### src/rtl/tiro_nave_if.sv
// Interface bundling the control, geometry and status signals of the ship's shot.
// The master modport is the game side that drives the ship/target geometry and
// requests; the slave modport is the shot block itself.
interface tiro_nave_if;
    logic       iniciarTiro;
    logic       pausa;
    logic       reiniciarJogo;
    logic [9:0] x_nave;
    logic [9:0] y_nave;
    logic [9:0] largura_nave;
    logic [9:0] x_alvo;
    logic [9:0] y_alvo;
    logic [9:0] largura_alvo;
    logic [9:0] altura_alvo;
    logic       alvo_vivo;
    logic       bateu;
    logic       saiu;
    logic       ativo;
    logic [9:0] x_tiro;
    logic [9:0] y_tiro;
    logic [9:0] largura_tiro;
    logic [9:0] altura_tiro;
    logic [7:0] acertos;

    modport master (
        output iniciarTiro, pausa, reiniciarJogo,
        output x_nave, y_nave, largura_nave,
        output x_alvo, y_alvo, largura_alvo, altura_alvo, alvo_vivo,
        input  bateu, saiu, ativo, x_tiro, y_tiro, largura_tiro, altura_tiro, acertos
    );

    modport slave (
        input  iniciarTiro, pausa, reiniciarJogo,
        input  x_nave, y_nave, largura_nave,
        input  x_alvo, y_alvo, largura_alvo, altura_alvo, alvo_vivo,
        output bateu, saiu, ativo, x_tiro, y_tiro, largura_tiro, altura_tiro, acertos
    );
endinterface

### src/rtl/tiro_nave.sv
// tiro_nave: a single shot fired upward from the ship. It moves PASSO pixels
// every DIV_MOV clocks, tests collision against the target box on each move,
// and reports a hit (bateu) or leaving the screen top (saiu).
// Optional feature: define TIRO_CONTADOR_EN to get a saturating 8-bit hit
// counter on acertos; without it acertos is tied to zero.
module tiro_nave #(
    parameter int LARGURA_TIRO = 2,
    parameter int ALTURA_TIRO  = 6,
    parameter int PASSO        = 4,
    parameter int DIV_MOV      = 416666
) (
    input  logic        CLOCK_50,
    input  logic        reset_n,
    tiro_nave_if.slave  bus
);

    localparam int               CNT_W   = $clog2(DIV_MOV);
    localparam logic [CNT_W-1:0] CNT_MAX = CNT_W'(DIV_MOV - 1);
    localparam logic [10:0]      LARG11  = 11'(LARGURA_TIRO);
    localparam logic [10:0]      ALT11   = 11'(ALTURA_TIRO);
    localparam logic [9:0]       ALT10   = 10'(ALTURA_TIRO);
    localparam logic [9:0]       PASSO10 = 10'(PASSO);

    typedef enum logic [1:0] {
        OCIOSO,
        VOO,
        ACERTO
    } estado_t;

    estado_t          estado_q, estado_d;
    logic [CNT_W-1:0] cnt_q, cnt_d;
    logic [9:0]       x_q, x_d;
    logic [9:0]       y_q, y_d;
    logic             saiu_q, saiu_d;

    logic [9:0]  x_lanc;
    logic [9:0]  y_lanc;
    logic [9:0]  y_mov;
    logic [10:0] xs, ys, xa, ya, xa_fim, ya_fim;
    logic        colide;

    // Launch position: centred on the ship, just above it, clamped at the top edge.
    assign x_lanc = bus.x_nave + {1'b0, bus.largura_nave[9:1]};
    assign y_lanc = (bus.y_nave < ALT10) ? 10'd0 : (bus.y_nave - ALT10);

    // Position after one movement step, clamped at the top edge.
    assign y_mov = (y_q < PASSO10) ? 10'd0 : (y_q - PASSO10);

    // Overlap test in 11 bits so the far edges never wrap; uses the moved y.
    assign xs     = {1'b0, x_q};
    assign ys     = {1'b0, y_mov};
    assign xa     = {1'b0, bus.x_alvo};
    assign ya     = {1'b0, bus.y_alvo};
    assign xa_fim = xa + {1'b0, bus.largura_alvo};
    assign ya_fim = ya + {1'b0, bus.altura_alvo};
    assign colide = bus.alvo_vivo
                    && (xs < xa_fim) && (xa < xs + LARG11)
                    && (ys < ya_fim) && (ya < ys + ALT11);

    // Next-state logic: restart wins, pause freezes everything, otherwise run the shot FSM.
    always_comb begin
        estado_d = estado_q;
        cnt_d    = cnt_q;
        x_d      = x_q;
        y_d      = y_q;
        saiu_d   = saiu_q;

        if (bus.reiniciarJogo) begin
            estado_d = OCIOSO;
            cnt_d    = '0;
            x_d      = '0;
            y_d      = '0;
            saiu_d   = 1'b0;
        end else if (!bus.pausa) begin
            saiu_d = 1'b0;
            case (estado_q)
                OCIOSO: begin
                    if (bus.iniciarTiro) begin
                        estado_d = VOO;
                        x_d      = x_lanc;
                        y_d      = y_lanc;
                        cnt_d    = '0;
                    end
                end
                VOO: begin
                    if (cnt_q == CNT_MAX) begin
                        cnt_d = '0;
                        y_d   = y_mov;
                        if (colide) begin
                            estado_d = ACERTO;
                        end else if (y_mov == 10'd0) begin
                            estado_d = OCIOSO;
                            saiu_d   = 1'b1;
                        end
                    end else begin
                        cnt_d = cnt_q + CNT_W'(1);
                    end
                end
                ACERTO: begin
                    estado_d = OCIOSO;
                end
                default: begin
                    estado_d = OCIOSO;
                end
            endcase
        end
    end

    // State and position registers with asynchronous active-low reset.
    always_ff @(posedge CLOCK_50 or negedge reset_n) begin
        if (!reset_n) begin
            estado_q <= OCIOSO;
            cnt_q    <= '0;
            x_q      <= '0;
            y_q      <= '0;
            saiu_q   <= 1'b0;
        end else begin
            estado_q <= estado_d;
            cnt_q    <= cnt_d;
            x_q      <= x_d;
            y_q      <= y_d;
            saiu_q   <= saiu_d;
        end
    end

    // Pulses are held frozen during a pause but masked, so they appear once on resume.
    assign bus.ativo        = (estado_q != OCIOSO);
    assign bus.bateu        = (estado_q == ACERTO) && !bus.pausa;
    assign bus.saiu         = saiu_q && !bus.pausa;
    assign bus.x_tiro       = x_q;
    assign bus.y_tiro       = y_q;
    assign bus.largura_tiro = 10'(LARGURA_TIRO);
    assign bus.altura_tiro  = 10'(ALTURA_TIRO);

`ifdef TIRO_CONTADOR_EN
    logic [7:0] acertos_q, acertos_d;

    // Hit counter: counts each unpaused ACERTO cycle, saturating at 255.
    always_comb begin
        acertos_d = acertos_q;
        if (bus.reiniciarJogo) begin
            acertos_d = 8'd0;
        end else if ((estado_q == ACERTO) && !bus.pausa && (acertos_q != 8'hFF)) begin
            acertos_d = acertos_q + 8'd1;
        end
    end

    // Hit counter register.
    always_ff @(posedge CLOCK_50 or negedge reset_n) begin
        if (!reset_n) begin
            acertos_q <= 8'd0;
        end else begin
            acertos_q <= acertos_d;
        end
    end

    assign bus.acertos = acertos_q;
`else
    assign bus.acertos = 8'd0;
`endif

endmodule

### src/flat_wrapper.sv
// flat-port wrapper written by rule: the top's interface ports become plain ports
module tiro_nave_flat 
#(
    parameter int LARGURA_TIRO = 2,
    parameter int ALTURA_TIRO  = 6,
    parameter int PASSO        = 4,
    parameter int DIV_MOV      = 416666
)
  (CLOCK_50, reset_n, bus_iniciarTiro, bus_pausa, bus_reiniciarJogo, bus_x_nave, bus_y_nave, bus_largura_nave, bus_x_alvo, bus_y_alvo, bus_largura_alvo, bus_altura_alvo, bus_alvo_vivo, bus_bateu, bus_saiu, bus_ativo, bus_x_tiro, bus_y_tiro, bus_largura_tiro, bus_altura_tiro, bus_acertos);
  tiro_nave_if bus_i ();
  input  logic CLOCK_50;
  input  logic reset_n;
  input wire logic [$bits(bus_i.iniciarTiro)-1:0] bus_iniciarTiro;
  input wire logic [$bits(bus_i.pausa)-1:0] bus_pausa;
  input wire logic [$bits(bus_i.reiniciarJogo)-1:0] bus_reiniciarJogo;
  input wire logic [$bits(bus_i.x_nave)-1:0] bus_x_nave;
  input wire logic [$bits(bus_i.y_nave)-1:0] bus_y_nave;
  input wire logic [$bits(bus_i.largura_nave)-1:0] bus_largura_nave;
  input wire logic [$bits(bus_i.x_alvo)-1:0] bus_x_alvo;
  input wire logic [$bits(bus_i.y_alvo)-1:0] bus_y_alvo;
  input wire logic [$bits(bus_i.largura_alvo)-1:0] bus_largura_alvo;
  input wire logic [$bits(bus_i.altura_alvo)-1:0] bus_altura_alvo;
  input wire logic [$bits(bus_i.alvo_vivo)-1:0] bus_alvo_vivo;
  output wire logic [$bits(bus_i.bateu)-1:0] bus_bateu;
  output wire logic [$bits(bus_i.saiu)-1:0] bus_saiu;
  output wire logic [$bits(bus_i.ativo)-1:0] bus_ativo;
  output wire logic [$bits(bus_i.x_tiro)-1:0] bus_x_tiro;
  output wire logic [$bits(bus_i.y_tiro)-1:0] bus_y_tiro;
  output wire logic [$bits(bus_i.largura_tiro)-1:0] bus_largura_tiro;
  output wire logic [$bits(bus_i.altura_tiro)-1:0] bus_altura_tiro;
  output wire logic [$bits(bus_i.acertos)-1:0] bus_acertos;
  assign bus_i.iniciarTiro = bus_iniciarTiro;
  assign bus_i.pausa = bus_pausa;
  assign bus_i.reiniciarJogo = bus_reiniciarJogo;
  assign bus_i.x_nave = bus_x_nave;
  assign bus_i.y_nave = bus_y_nave;
  assign bus_i.largura_nave = bus_largura_nave;
  assign bus_i.x_alvo = bus_x_alvo;
  assign bus_i.y_alvo = bus_y_alvo;
  assign bus_i.largura_alvo = bus_largura_alvo;
  assign bus_i.altura_alvo = bus_altura_alvo;
  assign bus_i.alvo_vivo = bus_alvo_vivo;
  assign bus_bateu = bus_i.bateu;
  assign bus_saiu = bus_i.saiu;
  assign bus_ativo = bus_i.ativo;
  assign bus_x_tiro = bus_i.x_tiro;
  assign bus_y_tiro = bus_i.y_tiro;
  assign bus_largura_tiro = bus_i.largura_tiro;
  assign bus_altura_tiro = bus_i.altura_tiro;
  assign bus_acertos = bus_i.acertos;
  tiro_nave #(.LARGURA_TIRO(LARGURA_TIRO), .ALTURA_TIRO(ALTURA_TIRO), .PASSO(PASSO), .DIV_MOV(DIV_MOV)) u_core (.CLOCK_50(CLOCK_50), .reset_n(reset_n), .bus(bus_i));
endmodule
### config.mk
export PLATFORM = sky130hd
export DESIGN_NAME = tiro_nave_flat
export DESIGN_NICKNAME = d
export VERILOG_FILES = /design/src/rtl/tiro_nave_if.sv /design/src/rtl/tiro_nave.sv /design/src/flat_wrapper.sv
export SDC_FILE = /design/constraint.sdc
export NUM_CORES = 1
export LEC_CHECK = 0
export ABC_CLOCK_PERIOD_IN_PS = 4200
export CORE_MARGIN = 3
export CORE_UTILIZATION = 47
export CTS_CLUSTER_DIAMETER = 100
export DETAILED_ROUTE_END_ITERATION = 8
export GPL_TIMING_DRIVEN = 0
export PLACE_DENSITY = 0.84
export SYNTH_ARGS = -nofsm -noshare
export SYNTH_HDL_FRONTEND = slang
export SYNTH_SLANG_ARGS = --single-unit
### constraint.sdc
create_clock -name CLOCK_50 -period 4.2 [get_ports CLOCK_50]
set_input_delay 0.84 -clock CLOCK_50 [delete_from_list [all_inputs] [get_ports CLOCK_50]]
set_output_delay 0.84 -clock CLOCK_50 [all_outputs]
set_load 0.02 [all_outputs]
==> key figures <==
Status
  – Outcome: completed

Synthesis
  – Async SR Flop Fraction: 100%
  – Mapped cell area: 4880 um2
  – YS warnings: 0
  – Synth Flop Type: dfrtp_1
  – Netlist cell types: 75
  – Synth Area per Inst: 8.21 um2
  – EDFF count, synth: 0
  – Synth top area share: 21.5%
  – Share of the yosys chip area belonging to registers: 21.5%
  – Largest area contributor in the netlist: dfrtp_1
  – #FFs+latches synth: 42
  – Largest cells by area after synthesis: dfrtp_1, ha_1, xnor2_1
  – Syn Inst Count: 595

Global route
  – Largest net degree at the start of global routing: 43
  – Vias in the first global route: 4,671
  – Gr ovfl total: 0
  – Tot GR Track Use: 21.5%
  – Initial antenna violation count: 0
  – First-pass GRT wire length: 20,900 um

Flow run
  – Max cap viols: 0

Worst setup path
  – Worst Setup End Kind: register
  – Critical path type: in -> reg
  – Worst r2r path cells: 15
  – Worst path arrival time: 4.20 ns
  – Cell Chain, Critical Path: clkdlybuf4s50_1 > ha_1 > fa_1 > a211oi_2 > o21ai_0 > a31o_2 > a21oi_1 > xor2_1 > ha_1 > a2111oi_1 > o21ai_0 > o211ai_1 > o2111a_2 > o211ai_1
  – CP max stage delay: 0.45 ns
  – CP max-delay cell: fa_1
  – WP data required: 4.34 ns
  – CP max FO: 3
  – Crit start category: input port

Clock tree
  – Clock latency on the worst-skew pair: 0.29 ns
  – CTS root buffer: clkbuf_8
  – Clock transition at path regs: 0.08 ns
  – CTS Sinks: 42
  – CTS max path bufs: 2
  – CTS tree: yes
  – H-tree levels: 2
  – TritonCTS buffer count: 5
  – Post-CTS Setup Bufs: 0
  – Hold buffer count at cts: 0

Timing
  – Rel. slew slack: 40.4%
  – Final worst slack: 0.140 ns
  – Worst slew pin tran: 0.886 ns
  – Hold Vio Cnt, Final: 0
  – Slew Limit Fails: 0
  – Post-layout min period: 4.06 ns
  – Max Fclk: 0.246 GHz
  – Final period utilization: 96.7%
  – Final setup fails: 0
  – Clock Skews: 0.00880 ns

Final layout
  – Area Growth Syn to Fin: 28.2%
  – Utilization after layout: 62.9%
  – Layout cell share with drive strength beyond 1: 10.1%
  – Commonest non-fill, non-tap cell in the layout: clkdlybuf4s50_1
  – Most frequent cells in the layout: clkdlybuf4s50_1, ha_1, nand2_1
  – # fillers: 849
  – Final net count: 874
  – Ant diodes: 0

Die
  – Top Ports: 127
  – Die H: 108 um
  – Core area: 9950 um2
  – Row cnt: 36
  – Starting Density: 49.0%
  – Die area: 11,600 um2
  – Die X: 108 um

Power and ir drop
  – Leak: 2.74 nW
  – Peak VDD IR: 0.000277 V
  – Pwr Density: 443 nW/um2

Placed design
  – Buffers on Ports: 96
  – GP Congestion: 0.868
  – Worst slack, placed: -0.460 ns
  – HPWL after detailed placement: 10,300 um

Drt
  – Routed vias: 4,630
  – Iter 0 DRT Violations: 203
  – DR pass1 iterations: 4
  – Post-Route WL: 12,400 um
  – Routed WL per cell: 14.4 um
  – DRT antenna net count: 0
  – Vias per cell: 5.40
  – DRC errors left: 0

Hold path
  – Hold Crit Class: in -> async
==> Yosys cell counts (3+ instances only) <==
cell type   n
a2111oi_0   3
a211oi_1    7
a21o_1      6
a21oi_1    40
a22oi_1     3
and2_1      4
and3_1      7
buf_2       3
buf_4      29
clkbuf_1    4
dfrtp_1    42
fa_1        3
ha_1       70
inv_1      21
nand2_1    64
nand2b_1    6
nand3_1    19
nand4_1     6
nor2_1     55
nor2b_1     8
nor3_1     14
nor3b_1     3
nor4_1      4
nor4b_1     3
o211ai_1    5
o21a_1      3
o21ai_0    34
o21ai_1     3
o21bai_1    6
o22ai_1     3
o31ai_1     7
or4_1       4
xnor2_1    30
xor2_1     26
==> final cells by class <==
cell class	instances	area (um2)	area share [%]
multi-input cells	519	3640	58.1
clock inverters	2	10.0	0.160
plain buffers	39	269	4.30
well taps	133	166	2.66
flip-flops and latches	42	1050	16.8
clock buffers	5	68.8	1.10
inverters	21	78.8	1.26
repair buffers	97	976	15.6
==> path summary, 6_finish.rpt <==
| path | startpoint | to | slack (ns) |
|---|---|---|---|
| max in group asynchronous | reset_n | u_core.bus.x_tiro[6] | 3.48 |
| min in group CLOCK_50 | u_core.cnt_q[3] | u_core.cnt_q[3] | 0.51 |
| min reg2reg | u_core.cnt_q[3] | u_core.cnt_q[3] | 0.51 |
| max reg2reg | u_core.bus.y_tiro[2] | u_core.estado_q[0] | 0.30 |
| max | bus_x_alvo[0] | u_core.estado_q[0] | 0.14 |
| min | reset_n | u_core.cnt_q[12] | 0.51 |
==> critical path, delay by kind of cell <==
kind / cells / cell delay (ns)
AO/OA/AOI/OAI: 9 / 1.91
XOR/XNOR: 1 / 0.11
buffers and inverters: 1 / 0.43
adder cells (fa/ha/maj): 3 / 0.89
==> cells by family after synthesis <==
family	share of synthesized area, %
mux	0.436
fa+ha+maj	19.4
compound gates	18.5
flops	21.5
other cells	0.154
xor+xnor	10.0
simple gates	22.9
buf+inv	7.12
==> stage by stage <==
| stage | total power, W | cell area (um2) | cells | hold slack (ns) | TNS, ns |
|---|---|---|---|---|---|
| 2_1_floorplan | 0.00194 | 4980 | 621 | 0.440 | 0 |
| 3_3_place_gp | 0.00241 | 6110 | 850 | 0.480 | -0.832 |
| 3_5_place_dp | 0.00251 | 6120 | 851 | 0.467 | -1.26 |
| 4_1_cts | 0.00277 | 6210 | 858 | 0.499 | 0 |
| 5_1_grt | 0.00307 | 6260 | 858 | 0.520 | -0.00707 |
| 6_report | 0.00277 | 6260 | 858 | 0.506 | 0 |
==> per-layer routing <==
layer / wire length [um] / vias to the layer above / GRT usage (%)
li1: - / 2357 / -
met1: 5390 / 2134 / 27.5
met2: 6220 / 126 / 38.0
met3: 604 / 13 / 2.94
met4: 165 / 0 / 5.95
met5: 0 / - / 0
==> state kept, by name, indices dropped and copies added, names as in the netlist <==
| signal | flops |
|---|---|
| u_core.estado_q | 2 |
| u_core.saiu_q | 1 |
| u_core.bus.y_tiro | 10 |
| u_core.cnt_q | 19 |
| u_core.bus.x_tiro | 10 |
==> where the power goes <==
group	switching, W	internal, W
combinational	0.00107	0.000882
sequential	0.000107	0.000466
clock	0.000130	0.000112
total	0.00131	0.00146
==> repair_timing <==
action | CTS | global route
endpoints found under the setup margin | 3 | 3
resized for setup | 2 | 9
pin swaps | 0 | 2
(Power assumes the default switching activity.)
